**src/rtl/axis_perf_pkg.sv**
```systemverilog
// axis_perf_pkg: channel state codes, default widths and a
// popcount helper shared by the AXI-Stream performance monitor.
package axis_perf_pkg;

  typedef enum logic [1:0] {
    ST_IDLE  = 2'd0,
    ST_ARMED = 2'd1,
    ST_RUN   = 2'd2,
    ST_DONE  = 2'd3
  } ch_state_e;

  localparam int DEF_NUM_CH         = 2;
  localparam int DEF_KEEP_WIDTH     = 64;
  localparam int DEF_CNT_WIDTH      = 32;
  localparam int DEF_BYTE_CNT_WIDTH = 40;

  // Widest tkeep the helper accepts; callers zero-extend into it.
  localparam int POP_MAX = 256;
  localparam int POP_W   = $clog2(POP_MAX + 1);

  function automatic logic [POP_W-1:0] popcount(
    input logic [POP_MAX-1:0] v
  );
    logic [POP_W-1:0] cnt;
    cnt = '0;
    for (int i = 0; i < POP_MAX; i++) begin
      cnt = cnt + POP_W'(v[i]);
    end
    return cnt;
  endfunction

endpackage

```
**src/rtl/axis_perf_channel.sv**
```systemverilog
// axis_perf_channel: one tapped stream's IDLE/ARMED/RUN/DONE FSM
// with saturating cycle, beat, packet and byte counters.
// Ports: CLK, RST_N, tvalid/tready/tlast/tkeep tap, start/stop,
// latched target; state, first_frame, counters, overflow out.
module axis_perf_channel
  import axis_perf_pkg::*;
#(
  parameter int KEEP_WIDTH     = DEF_KEEP_WIDTH,
  parameter int CNT_WIDTH      = DEF_CNT_WIDTH,
  parameter int BYTE_CNT_WIDTH = DEF_BYTE_CNT_WIDTH
) (
  input  logic                      CLK,
  input  logic                      RST_N,
  input  logic                      tvalid,
  input  logic                      tready,
  input  logic                      tlast,
  input  logic [KEEP_WIDTH-1:0]     tkeep,
  input  logic                      start,
  input  logic                      stop,
  input  logic [CNT_WIDTH-1:0]      target,
  output logic [1:0]                state,
  output logic                      first_frame,
  output logic [CNT_WIDTH-1:0]      cycle_cnt,
  output logic [CNT_WIDTH-1:0]      beat_cnt,
  output logic [CNT_WIDTH-1:0]      pkt_cnt,
  output logic [BYTE_CNT_WIDTH-1:0] byte_cnt,
  output logic                      overflow
);

  ch_state_e state_q, state_d;

  logic beat, hit, cnt_en, clr, ovf;
  logic [POP_MAX-1:0]        keep_ext;
  logic [POP_W-1:0]          pop;
  logic [CNT_WIDTH:0]        cyc_sum, beat_sum, pkt_sum;
  logic [BYTE_CNT_WIDTH:0]   byte_sum;
  logic [CNT_WIDTH-1:0]      cyc_nx, beat_nx, pkt_nx;
  logic [BYTE_CNT_WIDTH-1:0] byte_nx;

  assign beat = tvalid & tready;

  always_comb begin
    keep_ext = '0;
    keep_ext[KEEP_WIDTH-1:0] = tkeep;
  end

  assign pop = popcount(keep_ext);

  // One extra MSB per adder: a carry out means the count would wrap.
  assign cyc_sum  = {1'b0, cycle_cnt} + (CNT_WIDTH+1)'(1);
  assign beat_sum = {1'b0, beat_cnt} + (CNT_WIDTH+1)'(1);
  assign pkt_sum  = {1'b0, pkt_cnt} + (CNT_WIDTH+1)'(1);
  assign byte_sum = {1'b0, byte_cnt} + (BYTE_CNT_WIDTH+1)'(pop);

  assign cyc_nx  = cyc_sum[CNT_WIDTH] ? cycle_cnt
                 : cyc_sum[CNT_WIDTH-1:0];
  assign beat_nx = beat_sum[CNT_WIDTH] ? beat_cnt
                 : beat_sum[CNT_WIDTH-1:0];
  assign pkt_nx  = pkt_sum[CNT_WIDTH] ? pkt_cnt
                 : pkt_sum[CNT_WIDTH-1:0];
  assign byte_nx = byte_sum[BYTE_CNT_WIDTH] ? '1
                 : byte_sum[BYTE_CNT_WIDTH-1:0];

  assign ovf = cyc_sum[CNT_WIDTH]
             | (beat & (beat_sum[CNT_WIDTH]
                        | byte_sum[BYTE_CNT_WIDTH]))
             | (beat & tlast & pkt_sum[CNT_WIDTH]);

  assign hit = (target != '0) & beat & tlast
             & (pkt_nx == target);

  always_comb begin
    state_d = state_q;
    cnt_en  = 1'b0;
    clr     = 1'b0;
    if (start) begin
      state_d = ST_ARMED;
      clr     = 1'b1;
    end else begin
      unique case (state_q)
        ST_IDLE: ;
        ST_ARMED: begin
          if (stop) begin
            state_d = ST_DONE;
          end else if (beat) begin
            cnt_en  = 1'b1;
            state_d = hit ? ST_DONE : ST_RUN;
          end
        end
        ST_RUN: begin
          cnt_en = 1'b1;
          if (stop || hit) state_d = ST_DONE;
        end
        ST_DONE: ;
      endcase
    end
  end

  always_ff @(posedge CLK or negedge RST_N) begin
    if (!RST_N) state_q <= ST_IDLE;
    else        state_q <= state_d;
  end

  always_ff @(posedge CLK or negedge RST_N) begin
    if (!RST_N) begin
      cycle_cnt   <= '0;
      beat_cnt    <= '0;
      pkt_cnt     <= '0;
      byte_cnt    <= '0;
      first_frame <= 1'b0;
      overflow    <= 1'b0;
    end else if (clr) begin
      cycle_cnt   <= '0;
      beat_cnt    <= '0;
      pkt_cnt     <= '0;
      byte_cnt    <= '0;
      first_frame <= 1'b0;
      overflow    <= 1'b0;
    end else if (cnt_en) begin
      cycle_cnt <= cyc_nx;
      overflow  <= overflow | ovf;
      if (beat) begin
        beat_cnt    <= beat_nx;
        byte_cnt    <= byte_nx;
        first_frame <= 1'b1;
        if (tlast) pkt_cnt <= pkt_nx;
      end
    end
  end

  assign state = state_q;

endmodule

```
**src/rtl/axis_perf_monitor.sv**
```systemverilog
// axis_perf_monitor: passive multi-channel AXI-Stream monitor.
// Latches the packet target, fans start/stop to every channel,
// packs per-channel results and reduces all_done.
module axis_perf_monitor
  import axis_perf_pkg::*;
#(
  parameter int NUM_CH         = DEF_NUM_CH,
  parameter int KEEP_WIDTH     = DEF_KEEP_WIDTH,
  parameter int CNT_WIDTH      = DEF_CNT_WIDTH,
  parameter int BYTE_CNT_WIDTH = DEF_BYTE_CNT_WIDTH
) (
  input  logic                             CLK,
  input  logic                             RST_N,
  input  logic [NUM_CH-1:0]                mon_tvalid,
  input  logic [NUM_CH-1:0]                mon_tready,
  input  logic [NUM_CH-1:0]                mon_tlast,
  input  logic [NUM_CH*KEEP_WIDTH-1:0]     mon_tkeep,
  input  logic                             start,
  input  logic                             stop,
  input  logic [CNT_WIDTH-1:0]             target_pkt_num,
  output logic [NUM_CH*2-1:0]              ch_state,
  output logic [NUM_CH-1:0]                first_frame,
  output logic [NUM_CH*CNT_WIDTH-1:0]      cycle_cnt,
  output logic [NUM_CH*CNT_WIDTH-1:0]      beat_cnt,
  output logic [NUM_CH*CNT_WIDTH-1:0]      pkt_cnt,
  output logic [NUM_CH*BYTE_CNT_WIDTH-1:0] byte_cnt,
  output logic [NUM_CH-1:0]                overflow,
  output logic                             all_done
);

  logic [CNT_WIDTH-1:0] target_q;
  logic [NUM_CH-1:0]    done_vec;

  always_ff @(posedge CLK or negedge RST_N) begin
    if (!RST_N)     target_q <= '0;
    else if (start) target_q <= target_pkt_num;
  end

  for (genvar i = 0; i < NUM_CH; i++) begin : g_ch
    axis_perf_channel #(
      .KEEP_WIDTH     (KEEP_WIDTH),
      .CNT_WIDTH      (CNT_WIDTH),
      .BYTE_CNT_WIDTH (BYTE_CNT_WIDTH)
    ) u_ch (
      .CLK         (CLK),
      .RST_N       (RST_N),
      .tvalid      (mon_tvalid[i]),
      .tready      (mon_tready[i]),
      .tlast       (mon_tlast[i]),
      .tkeep       (mon_tkeep[i*KEEP_WIDTH +: KEEP_WIDTH]),
      .start       (start),
      .stop        (stop),
      .target      (target_q),
      .state       (ch_state[2*i +: 2]),
      .first_frame (first_frame[i]),
      .cycle_cnt   (cycle_cnt[i*CNT_WIDTH +: CNT_WIDTH]),
      .beat_cnt    (beat_cnt[i*CNT_WIDTH +: CNT_WIDTH]),
      .pkt_cnt     (pkt_cnt[i*CNT_WIDTH +: CNT_WIDTH]),
      .byte_cnt    (byte_cnt[i*BYTE_CNT_WIDTH +: BYTE_CNT_WIDTH]),
      .overflow    (overflow[i])
    );
    assign done_vec[i] = (ch_state[2*i +: 2] == ST_DONE);
  end

  assign all_done = &done_vec;

endmodule

```
**config.mk**
```make
export PLATFORM = sky130hd
export DESIGN_NAME = axis_perf_monitor
export DESIGN_NICKNAME = d
export VERILOG_FILES = /design/src/rtl/axis_perf_pkg.sv /design/src/rtl/axis_perf_channel.sv /design/src/rtl/axis_perf_monitor.sv
export SDC_FILE = /design/constraint.sdc
export NUM_CORES = 1
export LEC_CHECK = 0
export BUFFER_PORTS_ARGS = -buffer_cell sky130_fd_sc_hd__buf_2
export CAP_MARGIN = 15
export CORE_AREA = 2 2 206 208
export DETAILED_ROUTE_END_ITERATION = 10
export DIE_AREA = 0 0 208 210
export PLACE_DENSITY = 0.8
export SYNTH_ARGS = -nofsm -noshare
export SYNTH_HDL_FRONTEND = slang
export SYNTH_HIERARCHICAL = 1
export SYNTH_SLANG_ARGS = --single-unit
```
**constraint.sdc**
```tcl
create_clock -name CLK -period 3.5 [get_ports CLK]
set_clock_uncertainty 0.1 [all_clocks]
set_input_delay 0 -clock CLK [delete_from_list [all_inputs] [get_ports CLK]]
set_output_delay 0 -clock CLK [all_outputs]
set_load 0.05 [all_outputs]
```
---- Word level (Yosys, flattened, before mapping) ----
Index checks and enable logic that the tools add are counted.
operators by class
  add/subtract/negate cells ............... 134
  eq/ne operators ......................... 16
  muxes and demuxes ....................... 63
  bitwise logic cells ..................... 22
  reduce and logical (&&, ||, !) cells .... 22
operators with widths
  kind                                                   number
  adder 9 x 1 -> 9 bit                                   124
  2-to-1 mux 32 bit                                      24
  2-to-1 mux 40 bit                                      8
  adder 32 x 1 -> 33 bit, second input constant          6
  adder 40 x 9 -> 41 bit                                 2
  == test 32 bit                                         2
  nonzero test 32 bit                                    1
  2-to-1 mux 1 bit                                       19
  AND reduction 3 bit                                    6
  2-to-1 mux 2 bit                                       8
  AND 1 bit                                              14
  nonzero test 2 bit                                     6
  AND reduction 2 bit                                    5
  == test 2 bit, second input constant                   4
  inequality test 4 x 3 -> 1 bit, second input constant  2
  bitwise OR 1 bit                                       8
  one-hot mux 2 bit (2 select lines)                     2
  inequality test 3 x 2 -> 1 bit, second input constant  2
  nonzero test 3 bit                                     2
  adder 1 x 1 -> 2 bit                                   2
  == test 2 x 1 -> 1 bit, second input constant          2
  inequality test 2 x 1 -> 1 bit, second input constant  2
  inequality test 2 bit, second input constant           2
  one-hot mux 1 bit (2 select lines)                     2
  logical OR 1 bit                                       2
storage, ports and cells
  flip-flop bits (word level) ............. 312
  input bits .............................. 170
  output and inout port bits .............. 281
  word-level logic and storage cells ...... 272

---- Depth between registers and ports, before layout ----
  depth after elaboration ................. 71
  depth in mapped cells ................... 30
  mapped depth without buffers ............ 28

---- Hierarchy ----
Netlist, hierarchy kept.
by module, submodules not included
  module                            times used  cells each  area an instance (um^2)  sequential area each (um^2)
  axis_perf_channel (g_ch[1].u_ch)  1           1199        10587.7                  3503.4
  axis_perf_channel (g_ch[0].u_ch)  1           1198        10530.1                  3503.4
  axis_perf_monitor                 1           69          1353.8                   800.8

---- Worst setup path before layout ----
No wires, ideal clock.
  path type ............................... input-to-reg
  start point ............................. input port mon_tkeep[37]
  end point ............................... register g_ch[0].u_ch.byte_cnt[22]
  setup time .............................. 0.100 ns
  arrival time ............................ 7.340 ns
  required time ........................... 3.300 ns
  slack ................................... -4.039 ns
  cell stages on the path ................. 27
  path buffers ............................ 0
  cells stage by stage .................... inv_1 > fa_1 > inv_1 > fa_1 > fa_1 > inv_1 > fa_1 > inv_1 > fa_1 > fa_1 > fa_1 > inv_1 > fa_1 > inv_1 > ha_1 > a21o_1 > a21oi_1 > o21bai_1 > a21oi_1 > xnor2_1 > ha_1 > a21oi_1 > o21ba_2 > nor4_1 > nor3b_1 > nor3_1 > a311oi_1
on the way
  cells in the longest elaborated chain, start to end .. 32
RTL lines
  item                                 line                      RTL
  start: declaration                   axis_perf_monitor.sv:17   input logic [NUM_CH*KEEP_WIDTH-1:0] mon_tkeep,
  adder 9 x 1 -> 9 bit (27 in series)  axis_perf_pkg.sv:27       cnt = cnt + POP_W'(v[i]);
  adder 40 x 9 -> 41 bit               axis_perf_channel.sv:53   assign byte_sum = {1'b0, byte_cnt} + (BYTE_CNT_WIDTH+1)'(pop);
  2-to-1 mux 40 bit                    axis_perf_channel.sv:61   assign byte_nx = byte_sum[BYTE_CNT_WIDTH] ? '1
  2-to-1 mux 40 bit                    axis_perf_channel.sv:122  if (beat) begin
  2-to-1 mux 40 bit                    axis_perf_channel.sv:119  end else if (cnt_en) begin
  2-to-1 mux 40 bit                    axis_perf_channel.sv:112  end else if (clr) begin
  end signal: assignment               axis_perf_channel.sv:124  byte_cnt <= byte_nx;
  end: declaration                     axis_perf_channel.sv:26   output logic [BYTE_CNT_WIDTH-1:0] byte_cnt,
Every way passes these cells. The select of a mux whose other input is x is not followed.
A chain may end at the register's enable or synchronous reset.

---- Worst setup path in the final report ----
  start point ............................. input port mon_tkeep[101]
  end point ............................... register g_ch[1].u_ch.byte_cnt[16]
on the way
  cells in the longest elaborated chain, start to end .. 32
RTL lines
  item                                 line
  adder 9 x 1 -> 9 bit (27 in series)  axis_perf_pkg.sv:27
  adder 40 x 9 -> 41 bit               axis_perf_channel.sv:53
  2-to-1 mux 40 bit                    axis_perf_channel.sv:61
  2-to-1 mux 40 bit                    axis_perf_channel.sv:122
  2-to-1 mux 40 bit                    axis_perf_channel.sv:119
  2-to-1 mux 40 bit                    axis_perf_channel.sv:112
  end signal: assignment               axis_perf_channel.sv:124
  end: declaration                     axis_perf_channel.sv:26
Every way passes these cells. The select of a mux whose other input is x is not followed.

==> impl_metrics.env <==
export IMPL_syn_to_final_growth_pct=33.6
export IMPL_netSwitchingFraction_pct=43.5
export IMPL_powerDensity_nw_per_um2=1170
export IMPL_initial_core_util_pct=54.2
export IMPL_rows=75
export IMPL_core_area_um2=41500
export IMPL_final_util_pct=72.4
export IMPL_post_route_min_period_ns=6.88
export IMPL_seq_power_share_pct=10.9
export IMPL_setup_ws_ns=-3.38
export IMPL_portBuffers=450
export IMPL_die_area_um2=43700
export IMPL_violations="hold timing, setup timing"
export IMPL_status="finished with violations"
export IMPL_place_congestion=0.976
export IMPL_cts_made_buffers=36
export IMPL_grt_max_degree=129
export IMPL_max_freq_mhz=145
export IMPL_crit_slowest_cell="fa_1"
export IMPL_path_clk_slew_ns=0.07
export IMPL_ir_worst_vdd_mv=2.77
export IMPL_synthFlopType="dfrtp_1"
export IMPL_drive_above_1_share_pct=31.6
export IMPL_p_leak_nw=14.4
export IMPL_grtUsageTotal_pct=35.4
export IMPL_synth_seq_area_share_pct=34.7
export IMPL_cap_viol_max_count=0
export IMPL_die_w_um=208
export IMPL_max_slew_worst_pin_slew_ns=0.992
export IMPL_cts_tree="yes"
export IMPL_fill_cells=2954
export IMPL_syn_nets=2802
export IMPL_startpoint_type="input port"
export IMPL_synth_enable_flop_cells=0
export IMPL_setup_viol=82
export IMPL_ant_nets=0
export IMPL_ys_ff_latch=312
export IMPL_diodes=0
export IMPL_timing_critical_path_buf_inv=8
export IMPL_crit_path_max_incr_delay_ns=0.58
export IMPL_netlist_instances=2466
export IMPL_r2r_start="g_ch[1].u_ch/byte_cnt[9]"
export IMPL_crit_family="adder cells"
export IMPL_holdWs_ns=-0.0361
export IMPL_syn_area_per_cell_um2=9.11
export IMPL_wire_per_inst_um=21.7
export IMPL_antenna_found_initial=3
export IMPL_place_hpwl_mm=56.8
export IMPL_avgViaCountPerCell=6.03
export IMPL_crit_path_start="mon_tkeep[101]"
export IMPL_async_flop_share_pct=100
export IMPL_design_area_um2=30000
export IMPL_rsz0062_at_grt="true"
export IMPL_fp_dieH_um=210
export IMPL_path_max_fanout=4
export IMPL_fin_crit_sh_pct=197
export IMPL_ioPinCount=451
export IMPL_multi_input_area_um2=14500
export IMPL_vias=22400
export IMPL_critical_path_arrival_ns=7.23
export IMPL_crit_required_ns=3.85
export IMPL_drtIter0Drc=2577
export IMPL_postPlaceCellArea_um2=26800
export IMPL_comb_power_share_pct=77.9
export IMPL_worstSetupEndpointType="flop"
export IMPL_ys_types=86
export IMPL_grt_pass1_wl_mm=124
export IMPL_dp_worst_setup_slack_ns=-3.92
export IMPL_slew_headroom_pct=33.3
export IMPL_switching_power_mw=15.3
export IMPL_grt_overflow=0
export IMPL_ys_warn_count=6
export IMPL_hold_viol=10
export IMPL_cts_root_buf="clkbuf_16"
export IMPL_cts_buffer_depth=3
export IMPL_critPathKind="input port to flop"
export IMPL_p_int_mw=19.8
export IMPL_cts_sinks=312
export IMPL_seqCellArea_um2=7810
export IMPL_htreeDepth=2
export IMPL_synth_area_um2=22500
export IMPL_drcViolationCount=0
export IMPL_grt_pass1_vias=22500
export IMPL_drt_pass1_iter_count=6
export IMPL_min_path_type="input port to async pin"
export IMPL_clkPwrFrac_pct=11.2
export IMPL_final_nets=3488
export IMPL_crit_top_cell="fa_1"
export IMPL_clkLatencyLatePin_ns=0.57
export IMPL_drt_wl_total_mm=80.7
export IMPL_slew_violations=0
synthesized netlist by cell type (21+ instances only):
| master | instances | area, um2 |
|---|---|---|
| fa_1 | 110 | 2200 |
| and4_1 | 35 | 307 |
| clkbuf_1 | 72 | 270 |
| nor3_1 | 72 | 360 |
| mux2_4 | 30 | 450 |
| o21ai_0 | 65 | 325 |
| or3_1 | 21 | 131 |
| dfrtp_1 | 312 | 7810 |
| nor2_1 | 298 | 1120 |
| and2_1 | 33 | 206 |
| inv_1 | 229 | 860 |
| nand4_1 | 98 | 613 |
| a211oi_1 | 32 | 240 |
| nor4_1 | 38 | 238 |
| nand2_1 | 150 | 563 |
| a31oi_1 | 23 | 144 |
| xor2_1 | 149 | 1310 |
| ha_1 | 56 | 701 |
| xnor2_1 | 122 | 1070 |
| buf_2 | 22 | 110 |
| nand3_1 | 120 | 601 |
| and3_1 | 63 | 394 |
| a21oi_1 | 91 | 455 |
cell type report:
class,count,area share [%]
multi-input cells,1825,48.2
flip-flops and latches,312,26.0
repair buffers,747,16.5
clock buffers,56,3.65
inverters,230,2.93
well taps,539,2.25
clock inverters,8,0.425
stage by stage:
stage / power, mW / cells / hold WS (ns) / setup TNS [ns]
floorplan: 18.9 / 2466 / -0.396 / -266.74
global placement: 25.7 / 3557 / 0.00982 / -295.18
detailed placement: 26.6 / 3557 / 0.0213 / -303.65
CTS: 33.1 / 3708 / 0.0297 / -249.66
global route: 37.0 / 3717 / 0.0776 / -274.84
finish: 35.1 / 3717 / -0.0361 / -262.97
state kept, by name, indices dropped and copies added, names as in the netlist:
name,flops
g_ch.u_ch/byte_cnt,80
g_ch.u_ch/pkt_cnt,64
g_ch.u_ch/overflow,2
g_ch.u_ch/first_frame,2
g_ch.u_ch/beat_cnt,64
g_ch.u_ch/state,4
g_ch.u_ch/cycle_cnt,64
target_q,32
final timing paths:
| path | slack [ns] | to | cells past startpoint |
|---|---|---|---|
| setup / recovery | -3.38 | g_ch[1].u_ch/byte_cnt[16] | 28 |
| hold / removal | -0.04 | g_ch[0].u_ch/pkt_cnt[19] | 2 |
| setup reg to reg | -0.07 | g_ch[1].u_ch/byte_cnt[16] | 10 |
| hold reg to reg | 0.39 | g_ch[0].u_ch/first_frame | 2 |
| max in group asynchronous | 2.34 | g_ch[0].u_ch/byte_cnt[8] | 3 |
| min in group CLK | 0.11 | target_q[14] | 3 |
cell families after synthesis:
group,count (synthesis),synth area share [%]
xor+xnor,271,10.6
mux,56,3.20
fa+ha+maj,166,12.9
compound gates,336,9.92
buf+inv,331,5.95
flops,312,34.7
simple gates,994,22.7
worst reg2reg max path, cell delays in order (launching register included):
cell	delay, ns
dfrtp_1	0.52
nand2_1	0.28
nor4_1	0.87
and2_1	0.34
and3_1	0.37
nand3_4	0.16
buf_6	0.18
buf_16	0.12
a21oi_2	0.11
nor2_1	0.08
a311oi_1	0.31
metal layers:
metal,vias up,track usage [%],share of wire (%)
met5,-,0,0.037
li1,9884,-,-
met4,4,15.1,5.3
met1,11000,44.7,38
met2,1266,59.8,48
met3,305,6.84,8.4
power groups by stage:
stage               logic, mW  registers, mW  clock network [mW]
detailed placement       22.7           3.88                   0
finish                   27.3           3.82                3.94
CTS                      25.3           3.82                3.98
global route             29.0           3.82                4.13
floorplan                15.0           3.95                   0
global placement         21.8           3.88                   0
repair_timing:
action | CTS | global route
setup endpoints to repair | 83 | 86
pin swaps | 62 | 57
buffers inserted | 29 | 14
gates resized for setup | 153 | 80
gates cloned | 3 | 1
hold buffers | 55 | 0
endpoints found under the hold margin | 227 | 0
cell usage in the layout (no fill, tap or decap), types with 10 or more instances in the layout:
master and instances:
fa_2 13, xor2_1 149, buf_2 440, a211oi_2 14, nand4_1 98, buf_4 203, mux2i_1 20, mux2_4 30
inv_2 19, nor3_1 54, and2_1 31, nand2_1 146, or3_1 20, inv_1 207, nor4_1 32, and3_1 55
dlygate4sd3_1 55, buf_12 10, nand3_2 12, ha_1 51, fa_1 97, a21o_1 14, a311oi_1 12, a21oi_1 64
a31oi_1 16, xnor2_1 122, nor3_2 12, and4_1 35, clkbuf_8 12, nand2b_1 13, a21oi_2 24, nor2_1 290
nand3_1 105, dfrtp_1 310, clkbuf_16 36, a211oi_1 16, buf_6 32, o21ai_0 48
Note: power is estimated with default switching activity, not from simulation.
